File: config.mk
export PLATFORM = sky130hd
export DESIGN_NAME = mdio_multiport_target
export DESIGN_NICKNAME = d
export VERILOG_FILES = /design/src/rtl/mdio_pkg.sv /design/src/rtl/mdio_tx_shift.sv /design/src/rtl/mdio_multiport_target.sv
export SDC_FILE = /design/constraint.sdc
export NUM_CORES = 1
export LEC_CHECK = 0
export ABC_AREA = 1
export CAP_MARGIN = 20
export CORE_MARGIN = 4
export CORE_UTILIZATION = 50
export DETAILED_ROUTE_END_ITERATION = 7
export GPL_ROUTABILITY_DRIVEN = 0
export PLACE_DENSITY = 0.73
export RECOVER_POWER = 50
export SLEW_MARGIN = 20
export SYNTH_ARGS = -nofsm -noshare
export SYNTH_HDL_FRONTEND = slang
export SYNTH_SLANG_ARGS = --single-unit
export TNS_END_PERCENT = 50
File: constraint.sdc
create_clock -name MDC -period 3.6 [get_ports MDC]
set_input_delay 0.72 -clock MDC [delete_from_list [all_inputs] [get_ports MDC]]
set_output_delay 0.72 -clock MDC [all_outputs]
set_load 0.02 [all_outputs]
File: src/rtl/mdio_pkg.sv
// Shared constants, header layout and FSM states for the Clause-22 MDIO target.
package mdio_pkg;

  localparam logic [1:0] OP_WRITE   = 2'b01;
  localparam logic [1:0] OP_READ    = 2'b10;
  localparam logic [1:0] ST_PATTERN = 2'b01;
  localparam logic [1:0] TA_WRITE   = 2'b10;
  localparam int         TA_BITS    = 2;
  localparam int         DATA_BITS  = 16;
  localparam int         HDR_BITS   = 12;

  typedef struct packed {
    logic [1:0] op;
    logic [4:0] phyad;
    logic [4:0] regad;
  } mdio_hdr_t;

  typedef enum logic [2:0] {
    S_PRE, S_HDR, S_TA_W, S_WDATA, S_TA_R, S_RDATA, S_SKIP
  } mdio_state_e;

endpackage

File: src/rtl/mdio_tx_shift.sv
// Parallel-load MSB-first shifter that drives the read turnaround and data bits.
module mdio_tx_shift
  import mdio_pkg::*;
(
  input  logic                 mdc_i,
  input  logic                 reset_i,
  input  logic                 load_i,
  input  logic [DATA_BITS-1:0] load_data_i,
  input  logic                 shift_i,
  input  logic                 release_i,
  output logic                 sdo_o,
  output logic                 oe_o
);

  logic [DATA_BITS-1:0] data_q;
  logic                 sdo_q;
  logic                 oe_q;

  always_ff @(posedge mdc_i or posedge reset_i) begin
    if (reset_i) begin
      data_q <= '0;
      sdo_q  <= 1'b0;
      oe_q   <= 1'b0;
    end else if (load_i) begin
      // Load drives the second turnaround bit as 0 while the word waits.
      data_q <= load_data_i;
      sdo_q  <= 1'b0;
      oe_q   <= 1'b1;
    end else if (shift_i) begin
      data_q <= {data_q[DATA_BITS-2:0], 1'b0};
      sdo_q  <= data_q[DATA_BITS-1];
    end else if (release_i) begin
      sdo_q <= 1'b0;
      oe_q  <= 1'b0;
    end
  end

  assign sdo_o = sdo_q;
  assign oe_o  = oe_q;

endmodule

File: src/rtl/mdio_multiport_target.sv
// Clause-22 MDIO target answering NUM_PORTS consecutive PHY addresses from BASE_PHYAD.
module mdio_multiport_target
  import mdio_pkg::*;
#(
  parameter  int         NUM_PORTS  = 4,
  parameter  logic [4:0] BASE_PHYAD = 5'd0,
  parameter  int         PRE_LEN    = 32,
  localparam int         PW         = (NUM_PORTS > 1) ? $clog2(NUM_PORTS) : 1
) (
  input  logic          MDC,
  input  logic          reset,
  input  logic          MDIO_OUT,
  input  logic          MDIO_OE,
  input  logic [15:0]   RD_DATA,
  output logic          MDIO_IN,
  output logic          MDIO_IN_OE,
  output logic [PW-1:0] PORT_SEL,
  output logic [4:0]    ADDR,
  output logic [15:0]   WR_DATA,
  output logic          WR_STB,
  output logic          RD_STB,
  output logic          MDIO_DONE,
  output logic          FRAME_ERR
);

  localparam int         CW     = $clog2(PRE_LEN + 2);
  localparam logic [5:0] PHY_LO = {1'b0, BASE_PHYAD};
  localparam logic [5:0] PHY_HI = PHY_LO + 6'(NUM_PORTS);

  mdio_state_e           state_q;
  logic [CW-1:0]         pre_cnt_q;
  logic                  st_armed_q;
  logic [4:0]            bit_cnt_q;
  logic [HDR_BITS-2:0]   hdr_q;
  logic [DATA_BITS-2:0]  wsh_q;
  logic [PW-1:0]         port_sel_q;
  logic [4:0]            addr_q;
  logic [DATA_BITS-1:0]  wr_data_q;
  logic                  wr_stb_q, rd_stb_q, done_q, err_q;

  mdio_hdr_t             hdr_d;
  logic [DATA_BITS-1:0]  wdata_d;
  logic                  phy_match;
  logic                  tx_load, tx_shift, tx_release;

  assign hdr_d     = {hdr_q, MDIO_OUT};
  assign wdata_d   = {wsh_q, MDIO_OUT};
  assign phy_match = ({1'b0, hdr_d.phyad} >= PHY_LO) && ({1'b0, hdr_d.phyad} < PHY_HI);

  always_ff @(posedge MDC or posedge reset) begin
    if (reset) begin
      state_q    <= S_PRE;
      pre_cnt_q  <= '0;
      st_armed_q <= 1'b0;
      bit_cnt_q  <= '0;
      hdr_q      <= '0;
      wsh_q      <= '0;
      port_sel_q <= '0;
      addr_q     <= '0;
      wr_data_q  <= '0;
      wr_stb_q   <= 1'b0;
      rd_stb_q   <= 1'b0;
      done_q     <= 1'b0;
      err_q      <= 1'b0;
    end else begin
      // NOTE: every pulse defaults low here, so only the branch that fires it sets it.
      wr_stb_q <= 1'b0;
      rd_stb_q <= 1'b0;
      done_q   <= 1'b0;
      err_q    <= 1'b0;
      unique case (state_q)
        S_PRE: if (MDIO_OE) begin
          if (st_armed_q) begin
            st_armed_q <= 1'b0;
            pre_cnt_q  <= '0;
            if (MDIO_OUT == ST_PATTERN[0]) begin
              state_q   <= S_HDR;
              bit_cnt_q <= '0;
            end
          end else if (MDIO_OUT != ST_PATTERN[1]) begin
            if (pre_cnt_q < CW'(PRE_LEN)) pre_cnt_q <= pre_cnt_q + CW'(1);
          end else if (pre_cnt_q >= CW'(PRE_LEN)) begin
            st_armed_q <= 1'b1;
          end else begin
            pre_cnt_q <= '0;
          end
        end
        S_HDR, S_TA_W, S_WDATA: if (!MDIO_OE) begin
          // Station dropped its drive mid-frame: abandon the frame.
          err_q     <= 1'b1;
          state_q   <= S_PRE;
          pre_cnt_q <= '0;
        end else if (state_q == S_HDR) begin
          hdr_q     <= hdr_d[HDR_BITS-2:0];
          bit_cnt_q <= bit_cnt_q + 5'd1;
          if (bit_cnt_q == 5'(HDR_BITS - 1)) begin
            bit_cnt_q <= '0;
            if (hdr_d.op != OP_WRITE && hdr_d.op != OP_READ) begin
              err_q   <= 1'b1;
              state_q <= S_PRE;
            end else if (!phy_match) begin
              state_q <= S_SKIP;
            end else begin
              addr_q     <= hdr_d.regad;
              port_sel_q <= PW'(hdr_d.phyad - BASE_PHYAD);
              if (hdr_d.op == OP_WRITE) begin
                state_q <= S_TA_W;
              end else begin
                state_q  <= S_TA_R;
                rd_stb_q <= 1'b1;
              end
            end
          end
        end else if (state_q == S_TA_W) begin
          if (MDIO_OUT != TA_WRITE[~bit_cnt_q[0]]) begin
            err_q   <= 1'b1;
            state_q <= S_PRE;
          end else if (bit_cnt_q == 5'(TA_BITS - 1)) begin
            state_q   <= S_WDATA;
            bit_cnt_q <= '0;
          end else begin
            bit_cnt_q <= bit_cnt_q + 5'd1;
          end
        end else begin
          wsh_q     <= wdata_d[DATA_BITS-2:0];
          bit_cnt_q <= bit_cnt_q + 5'd1;
          if (bit_cnt_q == 5'(DATA_BITS - 1)) begin
            wr_data_q <= wdata_d;
            wr_stb_q  <= 1'b1;
            done_q    <= 1'b1;
            state_q   <= S_PRE;
          end
        end
        S_TA_R: begin
          state_q   <= S_RDATA;
          bit_cnt_q <= '0;
        end
        S_RDATA: if (bit_cnt_q == 5'(DATA_BITS)) begin
          done_q  <= 1'b1;
          state_q <= S_PRE;
        end else begin
          bit_cnt_q <= bit_cnt_q + 5'd1;
        end
        S_SKIP: if (bit_cnt_q == 5'(TA_BITS + DATA_BITS - 1)) begin
          state_q <= S_PRE;
        end else begin
          bit_cnt_q <= bit_cnt_q + 5'd1;
        end
        default: state_q <= S_PRE;
      endcase
    end
  end

  assign tx_load    = (state_q == S_TA_R);
  assign tx_shift   = (state_q == S_RDATA) && (bit_cnt_q != 5'(DATA_BITS));
  assign tx_release = (state_q == S_RDATA) && (bit_cnt_q == 5'(DATA_BITS));

  mdio_tx_shift u_tx (
    .mdc_i       (MDC),
    .reset_i     (reset),
    .load_i      (tx_load),
    .load_data_i (RD_DATA),
    .shift_i     (tx_shift),
    .release_i   (tx_release),
    .sdo_o       (MDIO_IN),
    .oe_o        (MDIO_IN_OE)
  );

  assign PORT_SEL  = port_sel_q;
  assign ADDR      = addr_q;
  assign WR_DATA   = wr_data_q;
  assign WR_STB    = wr_stb_q;
  assign RD_STB    = rd_stb_q;
  assign MDIO_DONE = done_q;
  assign FRAME_ERR = err_q;

endmodule

==> key figures, run 1 <==
Critical path
  • Worst setup path startpoint: MDIO_OE
  • Critical Path Fanout Max: 24
  • Internal reg-to-reg setup slack: 1290 ps
  • Reg2Reg Launch Point: bit_cnt_q[0]
  • Worst r2r dst: u_tx.data_q[1]
  • CP Launch Type: input port
  • Setup Crit Path Kind: in2reg
  • Register-to-Register Path Depth: 8
  • WP data arrival: 2900 ps
  • Critical Path RT: 3850 ps
  • Worst setup path endpoint: state_q[1]
  • CP Capture Type: flip-flop

Cells and area
  • Layout fillers: 665
  • # diodes: 0
  • Share of cells above drive strength 1: 10.9%
  • Final non-filler cell total: 608
  • Final net count: 529
  • Final Cell Area: 0.00477 mm^2
  • Fin util: 61.4%
  • Area occupied by multi-input gates: 0.00152 mm^2
  • P&R area growth vs syn: 18.7%
  • Register area: 0.00215 mm^2

Flow run
  • Max Cap Viol: 1

Synth
  • Post-synth ARST share: 100%
  • Syn_area_per_cell: 8.86 um^2
  • Synth Cell Area: 0.00402 mm^2
  • Syn nets: 481
  • YS warnings: 0
  • Top-area cell type share of the netlist area: 53.6%
  • Number of flops mapped to enable cells by yosys: 0
  • Sequential share of the synthesized area: 53.6%
  • Cells after synthesis: 453
  • Top post-synthesis cells by count: nand2_1, dfrtp_1, inv_1
  • Synthesis-stage register bit count: 86
  • Yosys top cell by area: dfrtp_1
  • Yosys cell types: 31
  • Most common cell in the netlist: nand2_1
  • Most used DFF post-synth: dfrtp_1
  • Top cells by area, synth: dfrtp_1, nand2_1, inv_1

CTS
  • CTS Hold Bufs: 0
  • Resized cells post-CTS: 0
  • CTS tree: yes
  • CTS root buf: clkbuf_8
  • Clk sinks: 86
  • Setup Buffers After CTS: 0
  • Worst-path clk slew: 90 ps
  • Clk Latency, worst-skew pair: 360 ps
  • Clk buf depth: 2
  • CTS buffer count: 9
  • # H-tree levels: 3

Die
  • Cell Rows: 32
  • Die Wd: 97.6 um
  • Core area: 0.00777 mm^2
  • Die Height: 97.6 um
  • I/O pin count: 49
  • Initial Utilization: 51.7%
  • Die area: 0.00953 mm^2

Timing
  • Setup_tns: 0 ps
  • Final setup fails: 0
  • Worst slew pin tran: 1610 ps
  • Hold Vio Cnt, Final: 0
  • Final period util: 73.5%
  • Max-slew headroom: -7.69%
  • RSZ-0062 raised after global routing: no
  • Clk_skew: 14.8 ps
  • Tmin final: 2650 ps
  • Slew Viols, Final: 37
  • FMAX: 378 MHz

Detailed routing
  • Antenna viol nets, final: 0
  • Detail-routed via count per cell: 4.99
  • Drt first-iter violations: 169
  • Routed WL per cell: 12.8 um
  • Final WL: 7780 um
  • Residual DRC count: 0
  • Drt pass-1 iters: 5
  • Vias: 3033

Min path
  • Hold path startpoint: PORT_SEL[0]
  • HP Class: reg2reg

Placement
  • Placed cell count: 592
  • DP HPWL: 5500 um
  • Placed inst area: 0.00456 mm^2
  • IO buf count: 48

Global routing
  • Pin count of the biggest net entering global routing: 51
  • Grt total ovfl: 0
  • Initial antenna violation count: 0
  • GRT Overall Usage: 17.3%
  • Vias in the first global route: 2902
  • First-pass GRT wire length: 13500 um

Power and ir drop
  • Lkg Pwr: 2.28 nW
  • Power Density: 512 mW/mm^2
  • Maximum VDD drop: 211 uV

Outcome
  • Status: complete, but fails checks
  • Violated checks: capacitance limit, slew limit
metrics by stage:
stage	worst slack, ps	power (mW)	hold slack [ps]
after floorplan	658	1.58	442
after global placement	923	1.70	466
after detailed placement	837	1.72	464
after CTS	1220	2.46	487
after global routing	761	2.60	513
final	954	2.44	485
area by class of cell:
class / count / share of cell area, %
Inverter: 65 / 5.14
Tap cell: 102 / 2.68
Timing Repair Buffer: 50 / 10.6
Sequential cell: 86 / 45.1
Clock buffer: 9 / 2.60
Multi-Input combinational cell: 289 / 31.8
Clock inverter: 7 / 2.02
flip-flops by register name, summed over array words and instances, names as in the netlist:
name         cells
ADDR             5
FRAME_ERR        1
MDIO_DONE        1
PORT_SEL         2
RD_STB           1
WR_DATA         16
WR_STB           1
bit_cnt_q        5
hdr_q           11
pre_cnt_q        6
st_armed_q       1
state_q          3
u_tx.data_q     16
u_tx.oe_o        1
u_tx.sdo_o       1
wsh_q           15
layer usage:
layer | part of all wire, % | global-route usage, % | vias up | routed length [um]
li1 | - | - | 1543 | -
met3 | 4.2 | 3.59 | 9 | 329
met2 | 47 | 26.9 | 61 | 3690
met1 | 47 | 23.4 | 1420 | 3670
met4 | 1.2 | 7.45 | 0 | 93
met5 | 0 | 0 | - | 0
where the power goes:
group,internal [mW],switching [mW]
combinational,0.181,0.373
sequential,1.06,0.0852
clock,0.392,0.353
total,1.63,0.811
logic make-up (layout without fill, tap and decap cells):
family,count (synthesis),count (layout),share of synthesized area (%)
simple gates,203,203,23.0
flops,86,86,53.6
buf+inv,78,131,8.35
compound gates,75,75,11.9
fa+ha+maj,8,8,2.49
xor+xnor,3,3,0.655
critical path, stage by stage:
cell	delay (ps)
dlygate4sd3_1	750
nand4_2	180
clkbuf_1	670
a21oi_1	90
nor2_1	260
nand2_1	110
nand2_1	70
nand2_1	50
how the worst min path moves through the flow:
stage	to	depth (start not counted)
after floorplan	WR_DATA[15]	2
after global routing	WR_DATA[13]	2
after CTS	WR_DATA[15]	2
after global placement	ADDR[3]	2
after detailed placement	WR_DATA[15]	2
final	PORT_SEL[0]	2
cell usage in the layout (no fill, tap or decap), drive strengths merged:
master | netlist | routed
clkinvlp | 0 | 4
ha | 8 | 8
a21oi | 4 | 4
nand2 | 139 | 139
xnor2 | 1 | 1
dfrtp | 86 | 86
clkinv | 0 | 1
o221ai | 15 | 15
o21ai | 54 | 54
a21o | 1 | 1
nand3 | 22 | 22
buf | 11 | 1
inv | 65 | 65
nor2 | 30 | 30
nor3 | 7 | 7
xor2 | 2 | 2
nand3b | 2 | 2
clkdlybuf4s50 | 0 | 45
bufinv | 0 | 2
nand4 | 3 | 3
a31oi | 1 | 1
clkbuf | 2 | 10
dlygate4sd3 | 0 | 3
No activity file was read; power rests on OpenSTA's default activity.
==> run 2: changes to the inputs <==
Settings changed: PLACE_DENSITY 0.73 to 0.76.
Clock period 3.6 ns to 2.21 ns, I/O delays scaled along.
==> run 2 against run 1 <==
Against the previous run: the flow now finishes without violations; sequential cell count stayed put; clock power is 49% higher; final cell count is 0.66% higher; global-route usage is 0.55 points lower; count of clock-buffer cells in the layout stayed put; via count is 1.1% higher; combinational power is 64% higher; non-clock buffer count is 4 higher; core utilization hardly changed; first-iteration DRC count is 50% higher; sequential power is 63% higher; die area stayed put; largest cell class unchanged; largest power group unchanged; highest routed layer unchanged.
==> key figures, run 2 (synthesis results as in run 1) <==
Placement
  • DP HPWL: 5500 um
  • Placed inst area: 0.00459 mm^2
  • IO buf count: 48
  • Placed cell count: 596

Outcome
  • Status: finished, final reports clean

Critical path
  • Setup Crit Path Kind: in2reg
  • CP Launch Type: input port
  • Most used cell, CP: nand2_1
  • Crit path cell chain: dlygate4sd3_1 > clkbuf_1 > inv_1 > nor2_1 > nand2_1 > o21ai_0 > nand3_1 > nand2_1
  • CP Capture Type: flip-flop
  • Critical Path Fanout Max: 6
  • Slowest CP cell: dlygate4sd3_1
  • Crit path largest cell delay: 700 ps
  • WP data arrival: 2170 ps
  • Critical Path RT: 2510 ps

Die
  • Initial Utilization: 51.7%
  • Cell Rows: 32
  • Die Height: 97.6 um
  • Die Wd: 97.6 um
  • I/O pin count: 49
  • Die area: 0.00953 mm^2
  • Core area: 0.00777 mm^2

CTS
  • CTS Hold Bufs: 0
  • CTS tree: yes
  • Clk sinks: 86
  • # H-tree levels: 3
  • CTS root buf: clkbuf_8
  • Clk buf depth: 2
  • Clk Latency, worst-skew pair: 360 ps
  • Setup Buffers After CTS: 0
  • Worst-path clk slew: 90 ps
  • CTS buffer count: 9
  • Resized cells post-CTS: 0

Timing
  • FMAX: 534 MHz
  • Hold WS: 484 ps
  • Max-slew headroom: 25.4%
  • Clk_skew: 12.0 ps
  • Slew Viols, Final: 0
  • Worst slew pin tran: 1120 ps
  • Hold Vio Cnt, Final: 0
  • Setup_tns: 0 ps
  • Tmin final: 1870 ps
  • Final period util: 84.7%
  • Final setup fails: 0
  • RSZ-0062 raised after global routing: no

Cells and area
  • P&R area growth vs syn: 18.8%
  • Register area: 0.00215 mm^2
  • Area occupied by multi-input gates: 0.00153 mm^2
  • Most frequent cells in the layout: nand2_1, dfrtp_1, inv_1, clkdlybuf4s50_1, o21ai_0
  • # diodes: 0
  • Final net count: 533
  • Most common cell after layout, fill and taps aside: nand2_1
  • Share of cells above drive strength 1: 11.6%
  • Layout fillers: 675
  • Final non-filler cell total: 612
  • Final Cell Area: 0.00477 mm^2

Global routing
  • Grt met1 use: 21.3%
  • Grt total ovfl: 0
  • M2 GR Usage: 27.4%
  • Grt peak-use layer: met2
  • Vias in the first global route: 2964
  • Pin count of the biggest net entering global routing: 87
  • Initial antenna violation count: 0
  • Global Route met3 Usage: 4.16%
  • GRT Overall Usage: 16.7%
  • First-pass GRT wire length: 13300 um

Detailed routing
  • Detail-routed via count per cell: 5.01
  • Antenna viol nets, final: 0
  • Drt first-iter violations: 254
  • Vias: 3066
  • Routed WL per cell: 12.6 um
  • Drt pass-1 iters: 5
  • Residual DRC count: 0
  • Final WL: 7700 um

Power and ir drop
  • Lkg Pwr: 2.30 nW
  • Power Density: 813 mW/mm^2
  • Maximum VDD drop: 484 uV

Flow run
  • Max Cap Viol: 0

Min path
  • HP Class: reg2reg
-- run 2: changes by cell type in the layout (fill, tap and decap cells not counted), moves of 2 or more --
cell,previous run,this run
inv_6,1,3
nand2_1,132,130
clkinvlp_4,3,1
clkinv_2,1,3
buf_4,0,3
-- run 2: through the flow --
| step | total power [mW] | util, % | setup slack, ps |
|---|---|---|---|
| 2_1_floorplan | 2.58 | - | 748 |
| 6_report | 3.88 | 61.4 | 337 |
| 4_1_cts | 3.92 | 61.6 | 399 |
| 3_3_place_gp | 2.78 | 59.1 | 253 |
| 3_5_place_dp | 2.81 | 59.1 | 197 |
| 5_1_grt | 4.13 | 61.4 | 221 |
-- run 2: cell type report --
cell class	count	area share, %
repair buffers	54	10.9
multi-input cells	289	32.0
well taps	102	2.68
inverters	65	5.20
clock buffers	9	2.60
clock inverters	7	1.50
flip-flops and latches	86	45.1
-- run 2: report_power, final --
part | switching [mW] | total (mW) | internal [mW]
combinational | 0.604 | 0.906 | 0.301
sequential | 0.140 | 1.86 | 1.72
clock | 0.580 | 1.11 | 0.528
-- run 2: critical path, delay by kind of cell --
| kind | cells | cell delay, ps |
|---|---|---|
| compound gates | 1 | 200 |
| buf+inv | 3 | 1150 |
| simple gates | 4 | 370 |
-- run 2: final timing paths --
kind	cells past startpoint	slack [ps]	endpoint	start
min in group asynchronous	3	970	u_tx.data_q[1]	reset
hold / removal	2	480	WR_DATA[9]	WR_DATA[9]
setup / recovery	8	340	state_q[1]	MDIO_OE
hold reg to reg	2	480	WR_DATA[9]	WR_DATA[9]
setup reg to reg	8	420	u_tx.data_q[7]	bit_cnt_q[0]
max in group asynchronous	3	530	hdr_q[6]	reset
-- run 2: routing by layer --
layer  wire length (um)  vias to the layer above
met5                  0                        -
met4                206                        0
met3                363                       24
met2               3720                       80
met1               3410                     1405
li1                   -                     1557
==> run 3: changes to the inputs <==
Clock period 2.21 ns to 1.6 ns, I/O delays scaled along.
==> run 3 against run 2 <==
Against the previous run: final cell count grew 3.9%; combinational power grew 63%; largest cell class unchanged; first-iteration DRC count shrank 40%; highest routed layer unchanged; worst setup slack lost 310 ps; hold slack lost 2.7 ps; count of clock-buffer cells in the layout grew 1; sequential share of layout area shrank 1.5 points; design area grew 3.6%; non-clock buffer count grew 24.
==> key figures, run 3 (synthesis results as in run 1) <==
Die
  • Cell Rows: 32
  • Die area: 0.00953 mm^2
  • Initial Utilization: 51.7%
  • Die Wd: 97.6 um
  • Core area: 0.00777 mm^2
  • Die Height: 97.6 um
  • I/O pin count: 49

Flow run
  • Max Cap Viol: 0

Cells and area
  • Final Cell Area: 0.00494 mm^2
  • Layout fillers: 662
  • Fin util: 63.6%
  • P&R area growth vs syn: 23.1%
  • Final net count: 558
  • Most frequent cells in the layout: nand2_1, dfrtp_1, inv_1, o21ai_0, dlygate4sd2_1
  • Share of cells above drive strength 1: 19.5%
  • # diodes: 0
  • Most common cell after layout, fill and taps aside: nand2_1

Timing
  • Max-slew headroom: 39.0%
  • Worst slew pin tran: 915 ps
  • FMAX: 636 MHz
  • Final period util: 98.2%
  • Tmin final: 1570 ps
  • Hold Vio Cnt, Final: 0
  • Clk_skew: 9.53 ps
  • Final setup fails: 0
  • Hold WS: 481 ps
  • RSZ-0062 raised after global routing: yes
  • Slew Viols, Final: 0

Critical path
  • Most used cell, CP: nand2_1
  • Register-to-Register Path Depth: 9
  • Critical Path RT: 1850 ps
  • Critical Path Fanout Max: 4
  • Setup Crit Path Kind: reg2reg
  • Crit path largest cell delay: 410 ps
  • Reg2Reg Launch Point: bit_cnt_q[0]
  • CP Capture Type: flip-flop
  • Worst r2r dst: state_q[1]
  • WP data arrival: 1820 ps
  • Crit path cell chain: buf_4 > ha_2 > nand2_1 > nor2_1 > nor2_1 > nor2_2 > nand2_2 > nand2_1 > nand2_1
  • Slowest CP cell: dfrtp_1
  • Buf/Inv on CP: 1
  • CP Launch Type: flip-flop
  • Cell family with most CP delay: simple AND/OR/NAND/NOR gates
  • Internal reg-to-reg setup slack: 30 ps

Power and ir drop
  • Total power: 5.32 mW
  • Power Density: 1080 mW/mm^2
  • Lkg Pwr: 2.53 nW
  • Maximum VDD drop: 640 uV

CTS
  • CTS Hold Bufs: 0
  • Worst-path clk slew: 80 ps
  • CTS tree: yes
  • CTS root buf: clkbuf_8
  • Clk sinks: 86
  • Clk buf depth: 2
  • # H-tree levels: 3
  • Clk Latency, worst-skew pair: 350 ps
  • CTS buffer count: 9

Global routing
  • GRT Overall Usage: 17.5%
  • Grt total ovfl: 0
  • Pin count of the biggest net entering global routing: 49
  • Vias in the first global route: 3075
  • First-pass GRT wire length: 13800 um
  • Initial antenna violation count: 0

Outcome
  • Status: finished, final reports clean

Min path
  • End of the worst hold path: WR_DATA[9]
  • Hold Path Depth: 2
  • Hold path startpoint: WR_DATA[9]
  • HP Class: reg2reg

Detailed routing
  • Antenna viol nets, final: 0
  • Final WL: 8220 um
  • Vias: 3202
  • Drt first-iter violations: 152
  • Residual DRC count: 0
  • Drt pass-1 iters: 4
  • Routed WL per cell: 12.9 um
  • Detail-routed via count per cell: 5.03

Placement
  • DP HPWL: 5820 um
  • Placed inst area: 0.00473 mm^2
  • IO buf count: 48
[run 3: cell types whose count changed in the layout (fill, tap and decap cells not counted), moves of 5 or more]
cell,previous run,this run
buf_4,3,25
nand2_1,130,125
clkdlybuf4s50_1,46,18
nor2_1,23,18
dlygate4sd2_1,0,29
[run 3: how the worst max path moves through the flow]
stage	from	end	slack [ps]	cells after the start
2_1_floorplan	bit_cnt_q[0]	u_tx.data_q[1]	140	9
3_3_place_gp	MDIO_OE	state_q[0]	-190	10
3_5_place_dp	MDIO_OE	state_q[0]	-220	10
4_1_cts	bit_cnt_q[0]	ADDR[3]	-30	8
5_1_grt	bit_cnt_q[0]	state_q[1]	-60	9
6_report	bit_cnt_q[0]	state_q[1]	30	9
[run 3: power by group]
group	leakage (nW)	total, mW	switching (mW)	internal (mW)
sequential	1.15	2.56	0.180	2.38
combinational	1.30	1.48	0.959	0.519
clock	0.0817	1.28	0.733	0.545
total	2.53	5.32	1.87	3.45
[run 3: worst min-delay path: cells and delay by family, from the launching register on]
kind             cells  cell delay [ps]
AND/OR/NAND/NOR      2              100
flip-flops           1              350
[run 3: timing repair]
| action | in CTS | in global routing |
|---|---|---|
| resized for setup | 32 | 23 |
| pin swaps | 0 | 10 |
| gates cloned | 0 | 1 |
| buffers inserted | 0 | 7 |
| setup endpoints to repair | 45 | 51 |
[run 3: final cells by class]
cell class                      instances  area, um^2  share of cell area (%)
Tap cell                              102         128                    2.58
Multi-Input combinational cell        290        1600                    32.4
Clock inverter                          5        27.5                   0.557
Inverter                               65         245                    4.96
Sequential cell                        86        2150                    43.6
Clock buffer                           10         128                    2.58
Timing Repair Buffer                   78         657                    13.3
[run 3: stage by stage]
step / worst slack [ps] / setup TNS [ps] / instances
after floorplan: 138 / 0 / 453
after global placement: -194 / -4430 / 613
after detailed placement: -223 / -5330 / 613
after CTS: -34.0 / -130 / 628
after global routing: -62.3 / -287 / 636
final: 28.5 / 0 / 636
[run 3: per-layer routing]
metal / GRT usage [%] / part of all wire [%]
met5: 0 / 0
met4: 8.73 / 2.3
met3: 3.37 / 3.3
met2: 28.8 / 50
met1: 21.9 / 44
